**src/rtl/tx_segment_sequencer.sv**
```systemverilog
// tx_segment_sequencer
// Packet-level scheduler for the 125 MHz Ethernet TX domain. It walks every
// segment of a video frame once per redundancy copy (txid 1 over all segments,
// then txid 2, ...). It inserts an inter-packet gap and emits per-packet and
// per-frame status pulses. Every output is a flop.
module tx_segment_sequencer #(
  parameter int PKT_LEN    = 1500,  // bytes per packet, 64..4095
  parameter int DATA_START = 43,    // first counter value with data_user high
  parameter int DATA_LEN   = 1440,  // counter values with data_user high
  parameter int IFG        = 12     // idle cycles between packets, >= 1
) (
  input  logic        clk125MHz,
  input  logic        rst_n,
  input  logic        en,
  input  logic [7:0]  redundancy,
  input  logic [15:0] segment_num_max,
  input  logic        oneframe_done,
  output logic [7:0]  txid,
  output logic [15:0] segment_num,
  output logic [11:0] byte_data_counter,
  output logic        data_user,
  output logic        tx_en,
  output logic        pkt_start,
  output logic        pkt_done,
  output logic        frame_start,
  output logic        busy
);

  typedef enum logic [1:0] {IDLE, SEND, GAP} state_t;

  // All counter compares are done at the counter's own 12-bit width.
  localparam logic [11:0] CNT_LAST = 12'(PKT_LEN - 1);
  localparam logic [11:0] DU_FIRST = 12'(DATA_START);
  localparam logic [11:0] DU_END   = 12'(DATA_START + DATA_LEN);
  localparam logic [15:0] GAP_LAST = 16'(IFG - 1);

  state_t      state, state_n;
  logic [15:0] gap_cnt, gap_cnt_n;
  logic [7:0]  red_l, red_l_n;          // redundancy held for the whole frame
  logic [15:0] seg_l, seg_l_n;          // segment limit held for the whole frame
  logic        frame_flag, frame_flag_n; // sticky oneframe_done seen this packet

  logic [7:0]  txid_n;
  logic [15:0] segment_num_n;
  logic [11:0] cnt_n;
  logic        start_pkt;
  logic        frame_hit;
  logic        frame_req;

  // Next-state, index advance, limit latching and next output values.
  always_comb begin
    // NOTE: every variable gets a default first so no path can leave one
    // unassigned, which would otherwise infer a latch.
    state_n       = state;
    gap_cnt_n     = gap_cnt;
    red_l_n       = red_l;
    seg_l_n       = seg_l;
    frame_flag_n  = frame_flag;
    txid_n        = txid;
    segment_num_n = segment_num;
    cnt_n         = byte_data_counter;
    start_pkt     = 1'b0;
    // The live input is OR'd in so a flag arriving on the advance cycle counts.
    frame_req     = frame_flag | oneframe_done;

    unique case (state)
      IDLE: begin
        cnt_n     = '0;
        gap_cnt_n = '0;
        if (en) begin
          state_n   = SEND;
          start_pkt = 1'b1;
        end
      end

      SEND: begin
        frame_flag_n = frame_req;
        if (byte_data_counter == CNT_LAST) begin
          state_n   = GAP;
          cnt_n     = '0;
          gap_cnt_n = '0;
        end else begin
          cnt_n = byte_data_counter + 12'd1;
        end
      end

      GAP: begin
        cnt_n        = '0;
        frame_flag_n = frame_req;
        if (gap_cnt == GAP_LAST) begin
          gap_cnt_n    = '0;
          frame_flag_n = 1'b0;
          if (frame_req) begin
            txid_n        = 8'd1;
            segment_num_n = '0;
          end else if (segment_num == seg_l - 16'd1) begin
            segment_num_n = '0;
            txid_n        = (txid == red_l) ? 8'd1 : txid + 8'd1;
          end else begin
            segment_num_n = segment_num + 16'd1;
          end
          if (en) begin
            state_n   = SEND;
            start_pkt = 1'b1;
          end else begin
            state_n = IDLE;
          end
        end else begin
          gap_cnt_n = gap_cnt + 16'd1;
        end
      end

      default: state_n = IDLE;
    endcase

    // A packet starting at (1,0) opens a frame and captures fresh limits.
    frame_hit = start_pkt && (txid_n == 8'd1) && (segment_num_n == 16'd0);
    if (frame_hit) begin
      red_l_n = (redundancy == 8'd0) ? 8'd1 : redundancy;
      seg_l_n = (segment_num_max == 16'd0) ? 16'd1 : segment_num_max;
    end
  end

  // State, counters, latched limits and all registered outputs.
  always_ff @(posedge clk125MHz or negedge rst_n) begin
    if (!rst_n) begin
      state             <= IDLE;
      gap_cnt           <= '0;
      red_l             <= 8'd1;
      seg_l             <= 16'd1;
      frame_flag        <= 1'b0;
      txid              <= 8'd1;
      segment_num       <= '0;
      byte_data_counter <= '0;
      data_user         <= 1'b0;
      tx_en             <= 1'b0;
      pkt_start         <= 1'b0;
      pkt_done          <= 1'b0;
      frame_start       <= 1'b0;
      busy              <= 1'b0;
    end else begin
      // NOTE: non-blocking assignments so every flop samples pre-edge values.
      state             <= state_n;
      gap_cnt           <= gap_cnt_n;
      red_l             <= red_l_n;
      seg_l             <= seg_l_n;
      frame_flag        <= frame_flag_n;
      txid              <= txid_n;
      segment_num       <= segment_num_n;
      byte_data_counter <= cnt_n;
      data_user         <= (state_n == SEND) && (cnt_n >= DU_FIRST) && (cnt_n < DU_END);
      tx_en             <= (state_n == SEND);
      pkt_start         <= start_pkt;
      pkt_done          <= (state_n == SEND) && (cnt_n == CNT_LAST);
      frame_start       <= frame_hit;
      busy              <= (state_n != IDLE);
    end
  end

endmodule

```
**config.mk**
```make
export PLATFORM = sky130hd
export DESIGN_NAME = tx_segment_sequencer
export DESIGN_NICKNAME = d
export VERILOG_FILES = /design/src/rtl/tx_segment_sequencer.sv
export SDC_FILE = /design/constraint.sdc
export NUM_CORES = 1
export LEC_CHECK = 0
export BUFFER_PORTS_ARGS = -buffer_cell sky130_fd_sc_hd__buf_4
export CORE_MARGIN = 4
export CORE_UTILIZATION = 59
export CTS_CLUSTER_SIZE = 40
export DETAILED_ROUTE_END_ITERATION = 8
export PLACE_DENSITY = 0.82
export SETUP_SLACK_MARGIN = 0.02
export SYNTH_ARGS = -nofsm -noshare
export SYNTH_HDL_FRONTEND = slang
export SYNTH_SLANG_ARGS = --single-unit
```
**constraint.sdc**
```tcl
create_clock -name clk125MHz -period 5.2 [get_ports clk125MHz]
set_input_delay 1.04 -clock clk125MHz [delete_from_list [all_inputs] [get_ports clk125MHz]]
set_output_delay 1.04 -clock clk125MHz [all_outputs]
set_load 0.03 [all_outputs]
```
==> results.yml <==
clock_network:
  clock_path_buffers: 2
  clockRootBuffer: "clkbuf_8"
  cts_tree: "yes"
  clk_pin_slew_ps: 90
  postCtsSetupBuffers: 0
  insertion_delay_ps: 370
  h-tree-depth: 3
  cts_inserted_buffers: 9
  cts.sinks: 85
  ctsResizeCount: 0
  hold_buffers: 0
setup_path:
  critPathLaunchType: "flip-flop"
  path_delay_family: "simple AND/OR/NAND/NOR gates"
  critPathRequiredTime_ps: 5440
  critPathMostFrequentCell: "or4b_1"
  reg2reg_to: "seg_l[4]$_DFFE_PN0P_"
  crit_chain: "inv_1, ha_1, or4b_2, nor4_4, xnor2_1, or4_1, a2111o_1, or2_1, o21a_1, o31ai_1, or4b_1, or4b_1, buf_6, mux2_4"
  rrSetupSlack_ps: 270
  path_class: "reg -> reg"
  cp.arrival_ps: 5170
  rr_worst_depth: 14
  max_stage_delay_ps: 630
  slowest_stage: "or4b_2"
  critPathBufInv: 2
  reg2reg_from: "seg_l[1]$_DFFE_PN0P_"
  worstPathMaxFanout: 24
  endpoint_kind: "flip-flop"
layout:
  multi_input_area_sq_mm: 0.003187
  nNetsFinal: 716
  fin_util_pct: 68.46
  fillers: 762
  diodes: 0
  ff_latch_area_sq_mm: 0.002131
  area_growth_pct: 13.77
  drive_gt1_share_pct: 19.30
worst_hold_path:
  hold_depth: 2
  hold_start: "red_l[0]$_DFFE_PN1P_"
  hold_end: "red_l[0]$_DFFE_PN1P_"
  hold_class: "reg -> reg"
synth:
  yosys_warnings: 0
  synth.area.top_cells: "dfrtp_1, mux2_4, o21ai_0, nand2_1, xor2_1"
  synth_cells: 626
  ys_seq_area_share_pct: 38.50
  synth_area_leader_cell: "dfrtp_1"
  ys_ff_latch: 85
  syn_area_per_cell_sq_um: 8.840
  synth-edff-count: 0
  ys.flop_type: "dfrtp_1"
  yosysTopAreaCellShare_pct: 37.08
  syn_area_sq_mm: 0.005534
  synthesis.nets: 663
  ys_types: 62
  postSynth.asyncResetShare_pct: 100.0
route:
  drtIter0Drc: 334
  dr.pass1.iters: 5
  totalWireLength_microns: 14300
  post_drt_wl_per_cell_microns: 17.99
  vias_per_cell: 6.375
  drc: 0
  vias: 5068
  postRouteAntennaNets: 0
sta:
  hold_violations: 0
  finClkSkew_ps: 14.88
  setup_tns_ps: 0
  setup_violations: 0
  fin_ws_ps: 271.1
  final.min_clock_period_ps: 4929
  whs_ps: 491.0
  drv_slew: 0
  finalCritPeriodShare_pct: 94.79
  grt_setup_unrepaired: "false"
  clock.fmax_mhz: 202.9
  slew_headroom_pct: 28.76
  worstMarginPinSlew_ps: 1069
floorplanning:
  io_pins: 70
  core-area_sq_mm: 0.009196
  die_y_microns: 104.9
  dieWidth_microns: 104.9
  die-area_sq_mm: 0.01099
  start_util_pct: 60.18
  rows: 35
global_route:
  overflow: 0
  grt_pass1_wl_microns: 23910
  grt_max_degree: 86
  grt_pass1_vias: 4830
  antenna_found_initial: 0
  grt_usage_pct: 26.49
placed_design:
  dpl_worst_slack_ps: 194.4
  hpwlAfterDp_microns: 10430
  gp_routability_congestion: 0.8776
  portBuffers: 69
run:
  maxCapViolations: 0
power_and_ir_drop:
  ir_worst_vdd_uv: 140.7
  p_per_area_mw_per_mm2: 228.9
  finalPower_mw: 1.441
  cellLeakagePower_nw: 2.821
status:
  status: "finished, final reports clean"
-- metrics by stage --
step	cell area, sq um	cells
6_report	6296	795
3_3_place_gp	6083	779
4_1_cts	6285	795
2_1_floorplan	5534	626
3_5_place_dp	6083	779
5_1_grt	6296	795
-- sequential cells by signal, summed over array words and instances (netlist names) --
register and count:
busy 1, byte_data_counter 12, data_user 1, frame_flag 1
frame_start 1, gap_cnt 16, pkt_done 1, pkt_start 1
red_l 8, seg_l 16, segment_num 16, state 2
tx_en 1, txid 8
-- placed cells by master, fill, tap and decap left out, drive strengths merged, types with 12 or more instances in the layout --
cell / n
nor2: 44
and3: 17
nand2b: 12
o21ai: 55
inv: 17
nor3: 18
xnor2: 18
nor4: 19
dfrtp: 82
xor2: 27
nand2: 64
a21oi: 21
nand3: 38
buf: 76
mux2: 24
nand4: 12
-- cells in the mapped netlist, types with 3 or more instances --
| cell type | n |
|---|---|
| or3_1 | 6 |
| ha_1 | 9 |
| mux2_4 | 18 |
| inv_1 | 17 |
| clkbuf_1 | 29 |
| nand3b_1 | 4 |
| nand2b_1 | 12 |
| or4_1 | 9 |
| and2_1 | 4 |
| nand4_1 | 12 |
| and3_1 | 17 |
| nand3_1 | 38 |
| a31oi_1 | 4 |
| xnor2_1 | 18 |
| a21oi_1 | 21 |
| o211ai_1 | 4 |
| mux2_2 | 6 |
| o22ai_1 | 3 |
| o31ai_1 | 10 |
| dfstp_2 | 3 |
| or2_2 | 8 |
| nor4_1 | 18 |
| nor2_1 | 44 |
| o21a_1 | 6 |
| dfrtp_1 | 82 |
| nor2b_1 | 5 |
| a22o_1 | 7 |
| nand2_1 | 64 |
| and4_1 | 4 |
| mux2i_1 | 7 |
| a21o_1 | 3 |
| xor2_1 | 27 |
| o21ai_0 | 54 |
| nor3_1 | 18 |
-- how the worst max path moves through the flow --
stage                                     from  cells past startpoint  slack, ps              endpoint
after floorplan           seg_l[1]$_DFFE_PN0P_                     15        590  red_l[4]$_DFFE_PN0P_
after global placement    seg_l[4]$_DFFE_PN0P_                     12        330  seg_l[1]$_DFFE_PN0P_
after detailed placement  seg_l[1]$_DFFE_PN0P_                     14        190  red_l[5]$_DFFE_PN0P_
after CTS                 seg_l[1]$_DFFE_PN0P_                     14        150  seg_l[4]$_DFFE_PN0P_
after global routing      seg_l[1]$_DFFE_PN0P_                     14         40  seg_l[4]$_DFFE_PN0P_
final                     seg_l[1]$_DFFE_PN0P_                     14        270  seg_l[4]$_DFFE_PN0P_
-- final cells by class --
| type | instances | area share (%) |
|---|---|---|
| multi-input cells | 490 | 50.62 |
| clock inverters | 5 | 0.9539 |
| clock buffers | 11 | 2.246 |
| repair buffers | 76 | 9.122 |
| flip-flops and latches | 85 | 33.84 |
| inverters | 17 | 1.014 |
| well taps | 111 | 2.206 |
-- power by group --
| part | leakage [nW] | switching [mW] | internal (mW) |
|---|---|---|---|
| registers | 1.13 | 0.0194 | 0.683 |
| clock network | 0.0995 | 0.248 | 0.236 |
| logic | 1.59 | 0.170 | 0.0853 |
-- tightest hold or removal path, stage by stage, from the launching register on --
cell and delay [ps]:
dfstp_2 380, inv_1 40, mux2i_1 60
-- cells by family (layout without fill, tap and decap cells) --
group                      count (synthesis)  in the layout  synth area share, %
AOI/OAI and AO/OA                        132            132                15.01
and+or+nand+nor                          273            273                25.91
muxes                                     31             31                7.371
adders and majority gates                  9              9                2.035
xor gates and xnor gates                  45             45                7.122
buffers and inverters                     51            109                4.047
DFF                                       85             85                38.50
-- per-layer routing --
layer	vias to the layer above	global-route usage (%)	wire (microns)
met5	-	0	0
met4	0	10.59	294
li1	2384	-	-
met2	196	41.52	6840
met3	26	4.509	860
met1	2462	36.63	6309
No activity file was read; power rests on OpenSTA's default activity.
